## src/rtl/mlsu_pkg.sv

```systemverilog
// Shared types for the matrix-load address generator.
// The struct widths depend on module parameters, so the structs are stamped out by macros wherever the widths are known.
`define MLSU_TYPEDEF_LD_REQ_T(name, AW, IW) \
  typedef struct packed { \
    logic [AW-1:0] addr; \
    logic [AW-1:0] stride; \
    logic [15:0]   rows; \
    logic [15:0]   row_bytes; \
    logic [IW-1:0] id; \
  } name;

`define MLSU_TYPEDEF_AR_T(name, AW, IW) \
  typedef struct packed { \
    logic [AW-1:0] addr; \
    logic [7:0]    len; \
    logic [2:0]    size; \
    logic [1:0]    burst; \
    logic [IW-1:0] id; \
  } name;

`define MLSU_TYPEDEF_TXN_T(name, BS) \
  typedef struct packed { \
    logic [BS-1:0] offset; \
    logic [12:0]   nbytes; \
    logic          row_last; \
    logic          last; \
  } name;

package mlsu_pkg;
  localparam int PAGE_BYTES = 4096;
  localparam logic [1:0] AXI_BURST_INCR = 2'b01;

  typedef enum logic [1:0] {IDLE, ISSUE, DONE} mlsu_state_e;
endpackage

```

## src/rtl/mlsu_load_addr_gen_if.sv

```systemverilog
// Request, AXI AR and txn_ctrl handshakes of the load address generator.
interface mlsu_load_addr_gen_if #(
  parameter int AxiAddrWidth = 64,
  parameter int AxiIdWidth   = 4,
  parameter int BusSize      = 4
);
  `MLSU_TYPEDEF_LD_REQ_T(mlsu_ld_req_t, AxiAddrWidth, AxiIdWidth)
  `MLSU_TYPEDEF_AR_T(mlsu_ar_t, AxiAddrWidth, AxiIdWidth)
  `MLSU_TYPEDEF_TXN_T(mlsu_txn_t, BusSize)

  logic         req_valid_i;
  logic         req_ready_o;
  mlsu_ld_req_t req_i;
  logic         ar_valid_o;
  logic         ar_ready_i;
  mlsu_ar_t     ar_o;
  logic         txn_valid_o;
  logic         txn_ready_i;
  mlsu_txn_t    txn_o;

  modport master (
    input  req_valid_i, req_i, ar_ready_i, txn_ready_i,
    output req_ready_o, ar_valid_o, ar_o, txn_valid_o, txn_o
  );

  modport slave (
    output req_valid_i, req_i, ar_ready_i, txn_ready_i,
    input  req_ready_o, ar_valid_o, ar_o, txn_valid_o, txn_o
  );
endinterface

```

## src/rtl/mlsu_burst_calc.sv

```systemverilog
// Sizes the next burst: bounded by the bytes left in the row, the 4 KiB page and the max burst length.
module mlsu_burst_calc
  import mlsu_pkg::*;
#(
  parameter int BusBytes      = 16,
  parameter int MaxBurstBeats = 256,
  localparam int BusSize      = $clog2(BusBytes)
) (
  input  logic [11:0]        cur_addr,   // page-offset bits of the current address
  input  logic [15:0]        row_left,
  output logic [BusSize-1:0] offset,
  output logic [12:0]        nbytes,
  output logic [7:0]         len
);
  localparam int MaxBytes = MaxBurstBeats * BusBytes;

  logic [12:0] to4k, lenmax, cap;
  logic [13:0] tot;

  always_comb begin
    offset = cur_addr[BusSize-1:0];
    to4k   = 13'(PAGE_BYTES) - {1'b0, cur_addr};
    lenmax = 13'(MaxBytes) - {{(13-BusSize){1'b0}}, offset};
    cap    = (to4k < lenmax) ? to4k : lenmax;
    nbytes = (row_left < {3'b000, cap}) ? row_left[12:0] : cap;
    // beats covered from the aligned start of the first beat to the last byte
    tot    = {1'b0, nbytes} + 14'(offset) + 14'(BusBytes - 1);
    len    = 8'((tot >> BusSize) - 14'd1);
  end
endmodule

```

## src/rtl/mlsu_load_addr_gen.sv

```systemverilog
// Matrix-load address generator: splits one strided 2-D load into AXI INCR bursts,
// emitting an AR and a matching txn_ctrl entry per burst through a forked handshake.
module mlsu_load_addr_gen
  import mlsu_pkg::*;
#(
  parameter int AxiDataWidth  = 128,
  parameter int AxiAddrWidth  = 64,
  parameter int AxiIdWidth    = 4,
  parameter int MaxBurstBeats = 256
) (
  input  logic                clk_i,
  input  logic                rst_ni,
  mlsu_load_addr_gen_if.master bus,
  output logic                busy_o,
  output logic                done_o
);
  localparam int BusBytes = AxiDataWidth / 8;
  localparam int BusSize  = $clog2(BusBytes);

  if (MaxBurstBeats < 1 || MaxBurstBeats > 256 || (MaxBurstBeats & (MaxBurstBeats - 1)) != 0 ||
      MaxBurstBeats * BusBytes > PAGE_BYTES) begin : g_param_err
    $error("mlsu_load_addr_gen: illegal MaxBurstBeats for this bus width");
  end

  mlsu_state_e state_q, state_d;

  logic [AxiAddrWidth-1:0] cur_addr_q, row_base_q, stride_q;
  logic [15:0]             row_left_q, rows_left_q, row_bytes_q;
  logic [AxiIdWidth-1:0]   id_q;
  logic                    ar_sent_q, txn_sent_q;

  logic [BusSize-1:0] offset;
  logic [12:0]        nbytes;
  logic [7:0]         len;
  logic               row_last, last, issuing;
  logic               req_fire, ar_fire, txn_fire, burst_done;

  mlsu_burst_calc #(
    .BusBytes      (BusBytes),
    .MaxBurstBeats (MaxBurstBeats)
  ) u_calc (
    .cur_addr (cur_addr_q[11:0]),
    .row_left (row_left_q),
    .offset   (offset),
    .nbytes   (nbytes),
    .len      (len)
  );

  assign row_last = ({3'b000, nbytes} == row_left_q);
  assign last     = row_last && (rows_left_q == 16'd1);
  assign issuing  = (state_q == ISSUE);

  assign bus.req_ready_o = (state_q == IDLE);
  assign bus.ar_valid_o  = issuing && !ar_sent_q;
  assign bus.txn_valid_o = issuing && !txn_sent_q;

  assign req_fire   = bus.req_valid_i && bus.req_ready_o;
  assign ar_fire    = bus.ar_valid_o && bus.ar_ready_i;
  assign txn_fire   = bus.txn_valid_o && bus.txn_ready_i;
  // a burst retires once each channel has fired, in either order
  assign burst_done = issuing && (ar_sent_q || ar_fire) && (txn_sent_q || txn_fire);

  assign bus.ar_o.addr  = cur_addr_q;
  assign bus.ar_o.len   = len;
  assign bus.ar_o.size  = 3'(BusSize);
  assign bus.ar_o.burst = AXI_BURST_INCR;
  assign bus.ar_o.id    = id_q;

  assign bus.txn_o.offset   = offset;
  assign bus.txn_o.nbytes   = nbytes;
  assign bus.txn_o.row_last = row_last;
  assign bus.txn_o.last     = last;

  assign busy_o = (state_q != IDLE);

  always_ff @(posedge clk_i) begin
    if (!rst_ni) state_q <= IDLE;
    else         state_q <= state_d;
  end

  always_comb begin
    state_d = state_q;
    done_o  = 1'b0;
    case (state_q)
      IDLE: if (req_fire)
              state_d = (bus.req_i.rows != 16'd0 && bus.req_i.row_bytes != 16'd0) ? ISSUE : DONE;
      ISSUE: if (burst_done && last) state_d = DONE;
      DONE: begin
        done_o  = 1'b1;
        state_d = IDLE;
      end
      default: state_d = IDLE;
    endcase
  end

  always_ff @(posedge clk_i) begin
    if (!rst_ni) begin
      cur_addr_q  <= '0;
      row_base_q  <= '0;
      stride_q    <= '0;
      row_left_q  <= '0;
      rows_left_q <= '0;
      row_bytes_q <= '0;
      id_q        <= '0;
      ar_sent_q   <= 1'b0;
      txn_sent_q  <= 1'b0;
    end else begin
      if (req_fire) begin
        cur_addr_q  <= bus.req_i.addr;
        row_base_q  <= bus.req_i.addr;
        stride_q    <= bus.req_i.stride;
        row_left_q  <= bus.req_i.row_bytes;
        rows_left_q <= bus.req_i.rows;
        row_bytes_q <= bus.req_i.row_bytes;
        id_q        <= bus.req_i.id;
      end
      if (burst_done) begin
        ar_sent_q  <= 1'b0;
        txn_sent_q <= 1'b0;
        if (row_last) begin
          row_base_q  <= row_base_q + stride_q;
          cur_addr_q  <= row_base_q + stride_q;
          row_left_q  <= row_bytes_q;
          rows_left_q <= rows_left_q - 16'd1;
        end else begin
          cur_addr_q <= cur_addr_q + AxiAddrWidth'(nbytes);
          row_left_q <= row_left_q - {3'b000, nbytes};
        end
      end else begin
        if (ar_fire)  ar_sent_q  <= 1'b1;
        if (txn_fire) txn_sent_q <= 1'b1;
      end
    end
  end
endmodule

```

## src/flat_wrapper.sv

```systemverilog
// flat-port wrapper written by rule: the top's interface ports become plain ports
module mlsu_load_addr_gen_flat import mlsu_pkg::*;
#(
  parameter int AxiDataWidth  = 128,
  parameter int AxiAddrWidth  = 64,
  parameter int AxiIdWidth    = 4,
  parameter int MaxBurstBeats = 256
)
  (clk_i, rst_ni, busy_o, done_o, bus_req_valid_i, bus_req_i, bus_ar_ready_i, bus_txn_ready_i, bus_req_ready_o, bus_ar_valid_o, bus_ar_o, bus_txn_valid_o, bus_txn_o);
  mlsu_load_addr_gen_if #(.AxiAddrWidth(AxiAddrWidth), .AxiIdWidth(AxiIdWidth), .BusSize(4)) bus_i ();
  input  logic clk_i;
  input  logic rst_ni;
  output logic busy_o;
  output logic done_o;
  input wire logic [$bits(bus_i.req_valid_i)-1:0] bus_req_valid_i;
  input wire logic [$bits(bus_i.req_i)-1:0] bus_req_i;
  input wire logic [$bits(bus_i.ar_ready_i)-1:0] bus_ar_ready_i;
  input wire logic [$bits(bus_i.txn_ready_i)-1:0] bus_txn_ready_i;
  output wire logic [$bits(bus_i.req_ready_o)-1:0] bus_req_ready_o;
  output wire logic [$bits(bus_i.ar_valid_o)-1:0] bus_ar_valid_o;
  output wire logic [$bits(bus_i.ar_o)-1:0] bus_ar_o;
  output wire logic [$bits(bus_i.txn_valid_o)-1:0] bus_txn_valid_o;
  output wire logic [$bits(bus_i.txn_o)-1:0] bus_txn_o;
  assign bus_i.req_valid_i = bus_req_valid_i;
  assign bus_i.req_i = bus_req_i;
  assign bus_i.ar_ready_i = bus_ar_ready_i;
  assign bus_i.txn_ready_i = bus_txn_ready_i;
  assign bus_req_ready_o = bus_i.req_ready_o;
  assign bus_ar_valid_o = bus_i.ar_valid_o;
  assign bus_ar_o = bus_i.ar_o;
  assign bus_txn_valid_o = bus_i.txn_valid_o;
  assign bus_txn_o = bus_i.txn_o;
  mlsu_load_addr_gen #(.AxiDataWidth(AxiDataWidth), .AxiAddrWidth(AxiAddrWidth), .AxiIdWidth(AxiIdWidth), .MaxBurstBeats(MaxBurstBeats)) u_core (.clk_i(clk_i), .rst_ni(rst_ni), .bus(bus_i), .busy_o(busy_o), .done_o(done_o));
endmodule
```

## config.mk

```make
export PLATFORM = sky130hd
export DESIGN_NAME = mlsu_load_addr_gen_flat
export DESIGN_NICKNAME = d
export VERILOG_FILES = /design/src/rtl/mlsu_pkg.sv /design/src/rtl/mlsu_load_addr_gen_if.sv /design/src/rtl/mlsu_burst_calc.sv /design/src/rtl/mlsu_load_addr_gen.sv /design/src/flat_wrapper.sv
export SDC_FILE = /design/constraint.sdc
export NUM_CORES = 1
export LEC_CHECK = 0
export ABC_AREA = 1
export BUFFER_PORTS_ARGS = -buffer_cell sky130_fd_sc_hd__clkbuf_2
export CAP_MARGIN = 30
export CELL_PAD_IN_SITES_DETAIL_PLACEMENT = 1
export CELL_PAD_IN_SITES_GLOBAL_PLACEMENT = 1
export CORE_MARGIN = 8
export CORE_UTILIZATION = 45
export CTS_BUF_LIST = sky130_fd_sc_hd__clkbuf_4 sky130_fd_sc_hd__clkbuf_8
export DETAILED_ROUTE_END_ITERATION = 10
export PLACE_DENSITY_LB_ADDON = 0.1
export SYNTH_ARGS = -nofsm -noshare
export SYNTH_HDL_FRONTEND = slang
export SYNTH_SLANG_ARGS = --single-unit
```

## constraint.sdc

```tcl
create_clock -name clk_i -period 13.1 [get_ports clk_i]
set_input_delay 0.655 -clock clk_i [delete_from_list [all_inputs] [get_ports clk_i]]
set_output_delay 0.655 -clock clk_i [all_outputs]
set_load 0.005 [all_outputs]
```

==> results_dict.tcl, run 1 <==
set metrics [dict create \
    status "complete, no violations" \
    slew_violations 0 \
    grt_start_max_net_pins 119 \
    layout_commonest_cell "nand2_1" \
    syn_area_um2 19700 \
    drt_iter0_drc 2296 \
    layout_setup_ws_ps 4360 \
    dpl.cell_count 3903 \
    dp_hpwl_mm 73.3 \
    cts_htree_levels 2 \
    wl_per_cell_um 23.3 \
    whs_path_depth 3 \
    dieArea_um2 50600 \
    max-cap-violations 0 \
    hp-class "input port to flip-flop" \
    slew_headroom_pct 30.7 \
    finalHoldViolCount 0 \
    fmax_mhz 114 \
    drive_above_1_share_pct 13.5 \
    final_util_pct 51.7 \
    cts_inserted_buffers 46 \
    peakVddDrop_v 0.0000936 \
    synth_area_leader_cell "dfxtp_1" \
    routed_wl_mm 92.8 \
    cts-root-buf "clkbuf_8" \
    layout_common_cells "nand2_1 (746), nor2_1 (371), inv_1 (343), o21ai_0 (285), a21oi_1 (270)" \
    vias 23736 \
    drc 0 \
    clk_pin_slew_worst_paths_ps 70 \
    crit_slowest_cell "nor2_4" \
    syn_to_final_growth_pct 13.3 \
    finalClockSkew_ps 31.7 \
    antennaDiodeCount 0 \
    cp_common_cell "inv_1" \
    viasPerCell 5.95 \
    cts_setup_buffers 0 \
    crit_path_end_kind "flip-flop" \
    cts_tree "done" \
    ys_seq_area_share_pct 25.2 \
    track_usage_pct 35.3 \
    nets 3651 \
    tightest_slew_ps 1040 \
    cts_buffer_depth 3 \
    die_h_um 225 \
    insertion_delay_ps 650 \
    portBuffers 268 \
    place_congestion 1.00 \
    grt_pass1_wl_mm 141 \
    p_leak_nw 10.3 \
    dp_slack_ps 4440 \
    crit_arrival_ps 9230 \
    syn_avg_cell_area_um2 6.22 \
    synth.area.top_cells "dfxtp_1 (25%), nand2_1 (14%), o21ai_0 (7.3%)" \
    io_pins 274 \
    setup_viol 0 \
    powerDensity_nw_per_um2 135 \
    synth-seq-cells 248 \
    holdBufCountCts 0 \
    crit_required_ps 13590 \
    timing.final.crit_share_pct 66.7 \
    crit_path_start_kind "flip-flop" \
    netlist.area_leader.share_pct 25.2 \
    slowest_delay_ps 570 \
    antenna_found_initial 1 \
    drt_first_pass_iters 5 \
    rows 76 \
    initial_core_util_pct 45.6 \
    grt_overflow 0 \
    ctsResizeCount 0 \
    crit_fanout 84 \
    r2r_cells 43 \
    grt_pass1_vias 23875 \
    grt_setup_unrepaired "no" \
    core_um2 43100 \
    numClockSinks 248 \
    synthCells 3160 \
    synth_cell_type_count 64 \
    ant_nets 0 \
    crit_type "flip-flop to flip-flop" \
    fin_crit_ps 8740 \
    setup_tns_ps 0 \
    fp.dieW_um 225 \
    instances_no_fill 3986 \
    synth_warnings 0 \
]
-- Yosys cell counts (all sizes together) --
cell	count
a211oi	3
a21boi	10
a21o	10
a21oi	272
a221oi	2
a311oi	12
a31o	3
a31oi	48
a41oi	1
and3	3
buf	47
clkbuf	79
clkinv	1
conb	2
dfxtp	248
fa	2
ha	112
inv	355
nand2	775
nand3	176
nand3b	10
nand4	34
nor2	385
nor3	56
nor4	28
nor4b	1
o2111ai	1
o211a	2
o211ai	21
o21a	15
o21ai	314
o21bai	8
o221ai	5
o22ai	3
o311ai	2
o31ai	7
o32ai	1
or2	12
or3	1
xnor2	29
xor2	64
-- flip-flops by register name, summed over array words and instances (netlist names) --
register	flops
u_core.ar_sent_q	1
u_core.row_base_q	64
u_core.rows_left_q	16
u_core.row_left_q	16
u_core.state_q	2
u_core.row_bytes_q	16
u_core.txn_sent_q	1
u_core.id_q	4
u_core.stride_q	64
u_core.cur_addr_q	64
-- worst paths after layout --
| kind | from | to | slack [ps] |
|---|---|---|---|
| worst min-delay path | bus_req_i[62] | u_core.stride_q[26] | 260 |
| worst max-delay path | u_core.cur_addr_q[0] | u_core.cur_addr_q[23] | 4360 |
| worst min register to register | u_core.row_bytes_q[14] | u_core.row_bytes_q[14] | 470 |
| worst max register to register | u_core.cur_addr_q[0] | u_core.cur_addr_q[23] | 4360 |
-- final cells by class --
cell class                 count  area [µm²]
timing repair buffer         283        1500
clock inverter                12        67.6
fill                        6084       20800
clock buffer                  69         856
multi-input combinational   2433       12800
tap                          585         732
inverter                     356        1350
sequential                   248        4960
-- routing by layer --
metal  GRT usage, %  part of all wire, %  wire length [µm]  vias up
met1           49.4                   44             40700    11491
li1               -                    -                 -    10892
met5              0                0.013                12        -
met3           6.61                  9.9              9190      194
met2           53.5                   43             39600     1157
met4           12.8                  3.5              3270        2
-- power breakdown --
part / leakage (nW) / switching (mW) / total, mW / internal, mW
sequential: 2.04 / 0.0847 / 0.905 / 0.820
clock: 0.505 / 0.380 / 0.798 / 0.418
combinational: 7.71 / 0.907 / 1.31 / 0.403
-- critical path: cells and delay by family, from the launching register on --
family | cells | cell delay [ps]
buf+inv | 12 | 1820
xor+xnor | 1 | 220
fa+ha+maj | 3 | 920
flops | 1 | 350
compound gates | 7 | 1440
simple gates | 20 | 3770
-- stage by stage --
stage	cell area, µm²	total power, mW	hold WS (ps)
2_1_floorplan	19700	1.70	419
3_3_place_gp	21300	2.15	441
3_5_place_dp	21300	2.18	459
4_1_cts	22200	2.98	229
5_1_grt	22300	3.16	271
6_report	22300	3.01	260
-- kinds of logic after synthesis --
| logic type | share of synthesized area [%] |
|---|---|
| and+or+nand+nor | 32.1 |
| AOI/OAI and AO/OA | 21.4 |
| buffers and inverters | 9.77 |
| DFF | 25.2 |
| adders and majority gates | 7.33 |
| xor gates and xnor gates | 4.14 |
| other | 0.0382 |
Note: power is estimated with default switching activity, not from simulation.
==> inputs of run 2 (changes only) <==
--- a/config.mk
+++ b/config.mk
@@ -11,7 +11,7 @@
 export CELL_PAD_IN_SITES_DETAIL_PLACEMENT = 1
 export CELL_PAD_IN_SITES_GLOBAL_PLACEMENT = 1
 export CORE_MARGIN = 8
-export CORE_UTILIZATION = 45
+export CORE_UTILIZATION = 38
 export CTS_BUF_LIST = sky130_fd_sc_hd__clkbuf_4 sky130_fd_sc_hd__clkbuf_8
 export DETAILED_ROUTE_END_ITERATION = 10
 export PLACE_DENSITY_LB_ADDON = 0.1
==> constraint.sdc (replaced) <==
create_clock -name clk_i -period 7.31 [get_ports clk_i]
set_input_delay 0.3655 -clock clk_i [delete_from_list [all_inputs] [get_ports clk_i]]
set_output_delay 0.3655 -clock clk_i [all_outputs]
set_load 0.005 [all_outputs]
==> run 2 against run 1 <==
Against the previous run: largest power group unchanged; die area is 17% higher; utilization fell by 5.1 points; clock skew grew 23 ps; register-to-register slack worse by 3900 ps; highest routed layer unchanged.
==> results_dict.tcl, run 2 (synthesis results as in run 1) <==
set metrics [dict create \
    crit_arrival_ps 6730 \
    startpoint "u_core.cur_addr_q[1]" \
    crit_path_end_kind "output pin" \
    critPathCapture "bus_txn_o[1]" \
    finalHoldViolCount 0 \
    reg2reg_slack_ps 490 \
    p_leak_nw 10.9 \
    timing.final.crit_share_pct 97.0 \
    nets 3775 \
    dp_hpwl_mm 76.0 \
    numClockSinks 248 \
    rr_endpoint "u_core.cur_addr_q[22]" \
    hp-class "input port to flip-flop" \
    cp_common_cell "nand2_1" \
    io_pins 274 \
    viasPerCell 5.56 \
    core_um2 51200 \
    tightest_slew_ps 1100 \
    cts-root-buf "clkbuf_8" \
    fp.dieW_um 243 \
    r2r_cells 38 \
    cts_htree_levels 2 \
    grt_overflow 0 \
    die_h_um 243 \
    rows 83 \
    crit_slowest_cell "ha_2" \
    drt_first_pass_iters 6 \
    r2r_start "u_core.cur_addr_q[1]" \
    layout_commonest_cell "nand2_1" \
    grt_start_max_net_pins 96 \
    slew_violations 0 \
    grt_pass1_vias 23841 \
    grt_pass1_wl_mm 144 \
    initial_core_util_pct 38.4 \
    ant_nets 0 \
    drive_above_1_share_pct 15.9 \
    place_congestion 0.971 \
    critical_path_depth 38 \
    track_usage_pct 31.0 \
    max-cap-violations 0 \
    vias 23365 \
    syn_to_final_growth_pct 21.5 \
    reg_top3 "u_core.cur_addr_q: 64 flops, u_core.row_base_q: 64 flops, u_core.stride_q: 64 flops" \
    finalClockSkew_ps 54.2 \
    clk_pin_slew_worst_paths_ps 70 \
    crit_required_ps 6940 \
    portBuffers 268 \
    status "complete, no violations" \
    wl_per_cell_um 22.8 \
    post_dp_cell_area_um2 21700 \
    slew_headroom_pct 26.8 \
    slowest_delay_ps 430 \
    crit_fanout 22 \
    insertion_delay_ps 670 \
    routed_wl_mm 95.9 \
    fmax_mhz 141 \
    layout_common_cells "nand2_1 (737), nor2_1 (363), inv_1 (336), o21ai_0 (282)" \
    fin_crit_ps 7090 \
    crit_type "flip-flop to output pin" \
    peakVddDrop_v 0.000145 \
    crit_path_start_kind "flip-flop" \
    antenna_found_initial 3 \
    cts_inserted_buffers 50 \
    multi_input_area_um2 13100 \
    fillers 6923 \
    drc 0 \
    powerDensity_nw_per_um2 242 \
    setup_viol 0 \
    cts_buffer_depth 3 \
    dieArea_um2 59300 \
    timing.hold.ws_ps 25.3 \
    final_area_um2 23900 \
    cts_tree "done" \
    drt_iter0_drc 1688 \
    seq_area_um2 4970 \
    critPathTopFamily "simple AND/OR/NAND/NOR gates" \
    cp_num_buf_inv 9 \
]
## run 2: what timing repair did
action,in CTS,in global routing
hold endpoints to repair,65,0
hold buffers,65,0
pin swaps,3,15
setup buffers,3,19
gates cloned,1,1
setup endpoints to repair,9,39
resized for setup,15,53
## run 2: how the worst min path moves through the flow
stage / startpoint / endpoint / cells after the start
floorplan: u_core.state_q[1] / u_core.state_q[1] / 1
global placement: u_core.state_q[1] / u_core.state_q[1] / 1
detailed placement: u_core.state_q[1] / u_core.state_q[1] / 1
CTS: bus_req_i[58] / u_core.stride_q[22] / 3
global route: bus_req_i[91] / u_core.stride_q[55] / 3
finish: bus_req_i[91] / u_core.stride_q[55] / 3
## run 2: final cells by class
class | instances | area share [%]
clock buffer | 71 | 3.80
multi-input combinational | 2435 | 54.7
antenna | 2 | 0.0209
timing repair buffer | 401 | 10.7
inverter | 356 | 5.70
sequential | 248 | 20.8
tap | 680 | 3.56
clock inverter | 12 | 0.764
## run 2: where the power goes
group / switching [mW] / internal (mW) / total (mW) / leakage [nW]
Sequential: 0.144 / 1.47 / 1.61 / 2.04
Combinational: 1.64 / 0.886 / 2.52 / 8.28
Clock: 0.701 / 0.938 / 1.64 / 0.567
Total: 2.48 / 3.30 / 5.78 / 10.9
## run 2: stage by stage
| step | TNS, ps | utilization, % | setup WS (ps) | instances | power, mW |
|---|---|---|---|---|---|
| after floorplan | 0 | - | 1040 | 3163 | 3.04 |
| after global placement | 0 | 42.3 | 354 | 4030 | 3.84 |
| after detailed placement | 0 | 42.3 | 181 | 4031 | 3.90 |
| after CTS | 0 | 45.9 | 8.31 | 4183 | 5.62 |
| after global routing | -431 | 46.7 | -128 | 4204 | 6.11 |
| final | 0 | 46.7 | 217 | 4205 | 5.78 |
## run 2: per-layer routing
layer  wire length, µm  vias up  GRT usage, %
met2             40700      767          46.9
met4              3600        2          11.0
met1             44500    11281          43.0
li1                  -    11132             -
met3              7040      183          6.38
met5                13        -             0
## run 2: tightest hold or removal path: stages
cell and delay, ps:
clkbuf_2 80, o21ai_0 70, nor2_1 100
